File: src/rtl/pinlv_gen.sv
// Two-channel programmable square-wave generator with a validated, glitch-free
// config handshake. Channel 1 is channel 0 delayed by a configurable phase.
module pinlv_gen #(
    parameter int unsigned CNT_W = 32
) (
    input  logic             clk,
    input  logic             rst_n,
    input  logic             en,
    input  logic             cfg_valid,
    output logic             cfg_ready,
    input  logic [CNT_W-1:0] cfg_period,
    input  logic [CNT_W-1:0] cfg_high,
    input  logic [CNT_W-1:0] cfg_phase,
    output logic             cfg_err,
    output logic             sig_out,
    output logic             sig_out1,
    output logic             period_tick
);

    localparam logic [CNT_W-1:0] Zero = '0;
    localparam logic [CNT_W-1:0] One  = CNT_W'(1);
    localparam logic [CNT_W-1:0] Two  = CNT_W'(2);

    typedef enum logic {StIdle, StRun} state_e;

    state_e           state_q, state_d;
    logic [CNT_W-1:0] per_q, per_d, hi_q, hi_d, ph_q, ph_d;
    logic [CNT_W-1:0] pper_q, pper_d, phi_q, phi_d, pph_q, pph_d;
    logic             pend_q, pend_d, loaded_q, loaded_d;
    logic [CNT_W-1:0] cnt_q, cnt_d, cnt1_q, cnt1_d;
    logic             sig_q, sig_d, sig1_q, sig1_d, tick_q, tick_d, err_q, err_d;

    logic             xfer, cfg_legal, wrap, swap;
    logic [CNT_W-1:0] phase_init, cnt1_inc;

    // Handshake, validation, config swap, counters and registered outputs.
    always_comb begin
        state_d  = state_q;
        per_d    = per_q;
        hi_d     = hi_q;
        ph_d     = ph_q;
        pper_d   = pper_q;
        phi_d    = phi_q;
        pph_d    = pph_q;
        pend_d   = pend_q;
        loaded_d = loaded_q;
        cnt_d    = cnt_q;
        cnt1_d   = cnt1_q;
        err_d    = 1'b0;

        xfer      = cfg_valid && !pend_q;
        cfg_legal = (cfg_period >= Two) && (cfg_high >= One) && (cfg_high < cfg_period) &&
                    (cfg_phase < cfg_period);
        wrap      = (state_q == StRun) && (cnt_q == per_q - One);
        swap      = pend_q && ((state_q == StIdle) || wrap);

        if (xfer) begin
            if (cfg_legal) begin
                pper_d = cfg_period;
                phi_d  = cfg_high;
                pph_d  = cfg_phase;
                pend_d = 1'b1;
            end else begin
                err_d = 1'b1;
            end
        end

        // xfer needs !pend_q and swap needs pend_q, so the two never collide.
        if (swap) begin
            per_d    = pper_q;
            hi_d     = phi_q;
            ph_d     = pph_q;
            pend_d   = 1'b0;
            loaded_d = 1'b1;
        end

        // Channel-1 start value (per - ph) mod per; ph < per always holds.
        phase_init = (ph_d == Zero) ? Zero : (per_d - ph_d);
        cnt1_inc   = (cnt1_q == per_q - One) ? Zero : (cnt1_q + One);

        unique case (state_q)
            StIdle: begin
                cnt_d  = Zero;
                cnt1_d = Zero;
                if (en && loaded_q) begin
                    state_d = StRun;
                    cnt1_d  = phase_init;
                end
            end
            StRun: begin
                if (wrap) begin
                    cnt_d = Zero;
                    if (!en) begin
                        state_d = StIdle;
                        cnt1_d  = Zero;
                    end else if (swap) begin
                        cnt1_d = phase_init;
                    end else begin
                        cnt1_d = cnt1_inc;
                    end
                end else begin
                    cnt_d  = cnt_q + One;
                    cnt1_d = cnt1_inc;
                end
            end
            default: state_d = StIdle;
        endcase

        sig_d  = (state_d == StRun) && (cnt_d < hi_d);
        sig1_d = (state_d == StRun) && (cnt1_d < hi_d);
        tick_d = (state_d == StRun) && (cnt_d == Zero);
    end

    // State and output registers with synchronous active-high reset.
    always_ff @(posedge clk) begin
        if (rst_n) begin
            state_q  <= StIdle;
            per_q    <= '0;
            hi_q     <= '0;
            ph_q     <= '0;
            pper_q   <= '0;
            phi_q    <= '0;
            pph_q    <= '0;
            pend_q   <= 1'b0;
            loaded_q <= 1'b0;
            cnt_q    <= '0;
            cnt1_q   <= '0;
            sig_q    <= 1'b0;
            sig1_q   <= 1'b0;
            tick_q   <= 1'b0;
            err_q    <= 1'b0;
        end else begin
            state_q  <= state_d;
            per_q    <= per_d;
            hi_q     <= hi_d;
            ph_q     <= ph_d;
            pper_q   <= pper_d;
            phi_q    <= phi_d;
            pph_q    <= pph_d;
            pend_q   <= pend_d;
            loaded_q <= loaded_d;
            cnt_q    <= cnt_d;
            cnt1_q   <= cnt1_d;
            sig_q    <= sig_d;
            sig1_q   <= sig1_d;
            tick_q   <= tick_d;
            err_q    <= err_d;
        end
    end

    assign cfg_ready   = !pend_q;
    assign cfg_err     = err_q;
    assign sig_out     = sig_q;
    assign sig_out1    = sig1_q;
    assign period_tick = tick_q;

endmodule

File: config.mk
export PLATFORM = sky130hd
export DESIGN_NAME = pinlv_gen
export DESIGN_NICKNAME = d
export VERILOG_FILES = /design/src/rtl/pinlv_gen.sv
export SDC_FILE = /design/constraint.sdc
export NUM_CORES = 1
export LEC_CHECK = 0
export CAP_MARGIN = 30
export CORE_UTILIZATION = 55
export DETAILED_ROUTE_END_ITERATION = 10
export GPL_TIMING_DRIVEN = 0
export PLACE_DENSITY = 0.86
export SYNTH_ARGS = -nofsm -noshare
export SYNTH_HDL_FRONTEND = slang
export SYNTH_SLANG_ARGS = --single-unit
File: constraint.sdc
create_clock -name clk -period 7.9 [get_ports clk]
set_clock_uncertainty 0.15 [all_clocks]
set_input_delay 1.185 -clock clk [delete_from_list [all_inputs] [get_ports clk]]
set_output_delay 1.185 -clock clk [all_outputs]
set_load 0.05 [all_outputs]
==> results of run 1 <==
==> worst max-delay path, delay by kind of cell, from the launching register on <==
kind,cells,cell delay (ps)
AND/OR/NAND/NOR,10,2370
XOR/XNOR,1,120
multiplexers,1,210
AO/OA/AOI/OAI,12,2370
adder cells (fa/ha/maj),3,900
buffers and inverters,8,1210
flip-flops,1,320
==> what timing repair did <==
action / 4_1_cts / 5_1_grt
hold buffers: 0 / 0
endpoints found under the setup margin: 7 / 1
gates cloned: 0 / 3
pin swaps: 20 / 45
setup buffers: 13 / 29
gates resized for setup: 100 / 105
==> per-layer routing <==
metal  GRT usage  wire length [um]  vias up
met2       0.627             31000     1018
li1            -                 -     7996
met3      0.0521              5560      291
met5           0                15        -
met4       0.284              6170        2
met1       0.461             26800     8200
==> power by group through the flow <==
stage / Clock [mW] / Combinational, mW / Sequential, mW
floorplan: 0 / 0.479 / 1.41
global placement: 0 / 0.689 / 1.43
detailed placement: 0 / 0.700 / 1.43
CTS: 1.37 / 0.773 / 1.40
global route: 1.43 / 0.942 / 1.41
finish: 1.39 / 0.893 / 1.41
==> layout make-up <==
class / instances / area share
well taps: 442 / 0.0248
clock buffers: 41 / 0.0372
clock inverters: 10 / 0.00572
multi-input cells: 1686 / 0.594
inverters: 65 / 0.0109
plain buffers: 120 / 0.0278
repair buffers: 148 / 0.0638
flip-flops and latches: 263 / 0.236
==> cell usage in the layout (no fill, tap or decap), types with 47 or more instances in the layout <==
cell	instances
dfxtp_1	257
nand2_1	70
nand4_1	55
nor4_1	47
clkbuf_1	86
a21o_1	55
nor2b_1	73
clkdlybuf4s50_1	103
nor2_1	177
xor2_1	70
mux2i_1	152
a21oi_1	64
ha_1	142
inv_1	65
xnor2_1	79
nand2b_1	218
==> state kept, by name (all words and copies together) (netlist names) <==
| name | count |
|---|---|
| hi_q | 32 |
| sig_out | 1 |
| per_q | 32 |
| state_q | 1 |
| loaded_q | 1 |
| pph_q | 32 |
| sig_out1 | 1 |
| cfg_err | 1 |
| pend_q | 1 |
| period_tick | 1 |
| ph_q | 32 |
| pper_q | 32 |
| cnt1_q | 32 |
| phi_q | 32 |
| cnt_q | 32 |
==> logic make-up after synthesis <==
| kind of cell | synth area share |
|---|---|
| buf+inv | 0.0421 |
| simple gates | 0.252 |
| xor+xnor | 0.0760 |
| compound gates | 0.122 |
| flops | 0.286 |
| mux | 0.113 |
| fa+ha+maj | 0.108 |
==> worst paths after layout <==
| check | slack [ps] | end | cells past startpoint |
|---|---|---|---|
| min | 330 | loaded_q | 2 |
| max reg2reg | 140 | sig_out1 | 35 |
| max | 140 | sig_out1 | 35 |
| min reg2reg | 330 | loaded_q | 2 |
==> implementation parameters, run 1 <==
Parameter                              Value

Status
  Status    finished, final reports clean

Clock network
  Sinks on Clock Net    263
  CTS buffer count    28
  Clk Tree Root Cell    clkbuf_16
  Clock insertion delay at the later pin of the skew report    between 500 and 600 ps
  TritonCTS clock tree    built
  Max clock buf depth    3
  H-tree depth    1
  Clock-pin slew of the registers on the worst-case setup and hold paths    around 70 ps

Floorplan
  Starting utilization of the core area    0.563
  Core ar.    32,700 um^2
  Count of standard-cell rows    66
  I/O pin total    approximately 110
  Area of the die    34,200 um^2
  Horizontal die dimension    185 um
  Die outline height    185 um

Route
  Pre-antenna DRT Iters    5
  Remaining antenna violation count after routing    0
  Via/cell ratio    6.31
  Average wire length per cell after detail routing    25.1 um
  Wirelength, routed    69,500 um
  Via count    17,500
  Residual DRC    0
  Starting DRT DRC Count    1,627

Placement
  Global placer's final weighted congestion    1.01
  HPWL reported at the end of detailed placement    about 53,000 um
  Post-placement cell area    20,000 um^2
  Port-buffer cells    103
  Placed cell count    roughly 2,700
  Placement-stage worst setup slack    -1880 ps

Logic synthesis
  Number of standard cells after synthesis    2,142
  Synth area leader    dfxtp_1
  Area contributors post-synth    dfxtp_1 (29%), ha_1 (11%), mux2i_1 (9.2%)
  Count of state elements after synthesis    between 200 and 300
  Top cell type's share of synthesized area    0.286
  Number of library cell types mapped by synthesis    79
  Most instantiated library cell after synthesis    dfxtp_1
  Synthesized netlist net count    2,401
  Cell area after synthesis    about 18,000 um^2
  Commonest cells in the synthesized netlist    dfxtp_1 (263), nand2b_1 (220), nor2_1 (181)
  Leading register cell type out of synthesis    dfxtp_1
  Warnings from Yosys    0
  Average cell area after synthesis    8.60 um^2
  Post-synthesis sequential area ratio    0.286
  Proportion of synthesized flip-flops having asynchronous set or reset    0
  Number of synthesized flops with an enable pin    0

Critical path
  Startpoint of the most critical register-to-register path    per_q[6]
  Capturing element type of the critical path    flip-flop
  Worst setup SP type    flip-flop
  CP Max Fanout    10
  Startpoint-to-endpoint class of the critical path    flip-flop to flip-flop
  Largest stage delay on the critical path    550 ps
  Critical path's most frequent cell    buf_6
  Cell with the largest stage delay on the worst path    or4_4
  WP data arrival    8110 ps
  CP required    8240 ps
  CP startpoint    per_q[6]

GRT
  Vias in the first global route    approximately 17,000
  Maximum number of pins on one net before global-route repair    15
  First-pass GRT wire length    98,200 um
  Global route overflow    0
  Aggregate global-route resource usage    0.384
  Number of antenna violations at the first check in global routing    1

STA
  Slew @ Worst Pin    just over 900 ps
  Worst Setup Slack, final    about 140 ps
  Final critical-path required period    slightly below 8000 ps
  Number of failing hold endpoints at the final stage    0
  Worst slew slack as a fraction of its limit    0.376
  RSZ-0062 raised after global routing    true
  F_max    129 MHz
  Fin Setup TNS    0 ps
  Final critical-path share of the clock period    0.983
  Setup violations, final    0
  Final-report max-slew violation count    0
  Worst hold slack    about 330 ps

Power
  Clock network fraction of total power    0.377
  Worst IR drop on VDD    0.147 mV
  Tot Pwr    3.69 mW
  Power Internal    2.57 mW
  Share of total power consumed by net switching    0.303
  Leak    9.22 nW
  Share of power burned in combinational logic    0.242
  Sw Pwr    around 1.1 mW
  Part of the power in registers    0.382
  Power Dens Cells    165 nW/um^2

Run
  MaxCap Viol Count    0

Hold path
  Worst min path class    flip-flop to flip-flop
  Launch instance of the worst min-delay path    loaded_q

Cells and area
  Antenna diodes    0
  Post-route cell area    22,300 um^2
  Synthesis-to-finish area growth    21.2%
  Fill cell count    2,447
  Share of final-layout standard cells stronger than drive strength 1    0.113
  Non-filler cells in the finished layout    2,775
  Combined flip-flop and latch cell area    ~5300 um^2
  Area of the multi-input gates    between 10,000 and 15,000 um^2
  Fin nets    2,571
  Utilization after layout    0.683
Note: power is estimated with default switching activity, not from simulation.
==> inputs of run 2 (changes only) <==
- CTS_CLUSTER_SIZE: not set -> 30
- REMOVE_ABC_BUFFERS: not set -> 1
==> run 2 against run 1 <==
Net effect: via count up 4.7%; flip-flop and latch count unchanged; design area grew 1.2%; sequential power about the same; highest routed layer is now met4; utilization rose by 0.80 points; critical path depth unchanged; non-clock buffer count shrank 52; largest power group is now clock; the run now ends with setup timing left; largest cell class unchanged; setup slack worse by 960 ps; global-route usage decreased by 1.3 points; sequential share of layout area decreased by 0.18 points; register-to-register slack got worse by 960 ps.
==> implementation parameters, run 2 (synthesis gave the netlist of run 1 again) <==
Parameter                              Value

Critical path
  Startpoint-to-endpoint class of the critical path    flip-flop to flip-flop
  Capturing element type of the critical path    flip-flop
  Largest stage delay on the critical path    around 600 ps
  CP Max Fanout    7
  WP data arrival    9060 ps
  Critical path's most frequent cell    a21oi_1
  Worst setup SP type    flip-flop
  CP required    8230 ps
  Cell with the largest stage delay on the worst path    or4_4

Cells and area
  Synthesis-to-finish area growth    22.7%
  Commonest non-fill, non-tap cell in the layout    dfxtp_1
  Share of final-layout standard cells stronger than drive strength 1    0.139
  Post-route cell area    22,600 um^2
  Non-filler cells in the finished layout    2,722
  Fin nets    around 2,500
  Antenna diodes    0
  Most frequent cells in the layout    dfxtp_1 (250), nand2b_1 (217), nor2_1 (174)

Floorplan
  Area of the die    34,200 um^2
  Die outline height    185 um
  Starting utilization of the core area    0.563
  Horizontal die dimension    185 um
  Core ar.    32,700 um^2
  Count of standard-cell rows    66
  I/O pin total    105

GRT
  First-pass GRT wire length    97,800 um
  Number of antenna violations at the first check in global routing    0
  Maximum number of pins on one net before global-route repair    193
  Aggregate global-route resource usage    0.371
  Vias in the first global route    17,500
  Global route overflow    0

Status
  Violations in the final reports    setup timing
  Status    complete, but fails checks

STA
  Final critical-path required period    8730 ps
  Setup violations, final    1
  Worst slew slack as a fraction of its limit    0.280
  Final-report max-slew violation count    0
  F_max    115 MHz
  Number of failing hold endpoints at the final stage    0
  Final critical-path share of the clock period    1.10
  Slew @ Worst Pin    1070 ps
  Worst Setup Slack, final    -828 ps
  RSZ-0062 raised after global routing    true

Clock network
  CTS buffer count    28
  Clock-pin slew of the registers on the worst-case setup and hold paths    approximately 70 ps
  Post-CTS Hold Fix Bufs    0
  Clock insertion delay at the later pin of the skew report    570 ps
  Max clock buf depth    3
  TritonCTS clock tree    built
  Clk Tree Root Cell    clkbuf_16
  Sinks on Clock Net    263
  H-tree depth    1

Placement
  Global placer's final weighted congestion    0.959
  Post-placement cell area    19,900 um^2
  Port-buffer cells    104
  HPWL reported at the end of detailed placement    roughly 44,000 um
  Placed cell count    2,583

Route
  Via count    18,300
  Remaining antenna violation count after routing    0
  Starting DRT DRC Count    2,624
  Pre-antenna DRT Iters    7
  Residual DRC    0
  Average wire length per cell after detail routing    25.8 um
  Via/cell ratio    approximately 6.7
  Wirelength, routed    70,100 um

Power
  Worst IR drop on VDD    0.209 mV
  Power Dens Cells    170 nW/um^2
  Leak    9.53 nW

Hold path
  Worst min path class    flip-flop to flip-flop

Run
  MaxCap Viol Count    0
==> run 2: worst max-delay path: cells and delay by family (launching register included) <==
kind,cells,cell delay (ps)
fa+ha+maj,2,640
flops,1,380
compound gates,14,3180
mux,2,610
buf+inv,6,970
simple gates,10,2510
xor+xnor,1,150
==> run 2: cell type report <==
type	instances	area, um^2
clock buffers	39	813
clock inverters	11	141
fillers	2264	10100
inverters	65	244
multi-input cells	1686	13300
flip-flops and latches	263	5290
well taps	442	553
repair buffers	216	2250
==> run 2: repair_timing <==
item                                   4_1_cts  5_1_grt
endpoints found under the hold margin        0        0
setup buffers                               50       36
pin swaps                                   51       45
resized for setup                          138       57
setup endpoints to repair                   18        1
cloned                                       3        0
==> run 2: path summary, 6_finish.rpt <==
kind / end / depth (start not counted) / start / slack [ps]
min: phi_q[30] / 2 / phi_q[30] / 330
max reg2reg: sig_out1 / 35 / per_q[8] / -830
max: sig_out1 / 35 / per_q[8] / -830
min reg2reg: phi_q[30] / 2 / phi_q[30] / 330
==> run 2: layer usage <==
layer	track usage	vias up	wire length, um
met2	0.590	1394	30400
met4	0.257	0	6510
met5	0	-	0
li1	-	7895	-
met3	0.0657	463	7650
met1	0.455	8578	25500
==> run 2: where the power goes <==
| part | internal, mW | switching, mW |
|---|---|---|
| registers | 1.36 | 0.0410 |
| logic | 0.470 | 0.561 |
| clock network | 0.815 | 0.593 |
==> run 2: through the flow <==
step | power [mW] | setup TNS [ps] | utilization | worst slack [ps] | hold slack, ps
after global routing | 3.91 | -765 | 0.691 | -765 | 350
after global placement | 2.17 | -2015910 | 0.596 | -12290 | 305
after floorplan | 1.92 | -913760 | - | -6490 | 290
after detailed placement | 2.14 | -7980 | 0.609 | -2780 | 312
final | 3.84 | -828 | 0.691 | -828 | 328
after CTS | 3.62 | 0 | 0.672 | 1.07 | 328
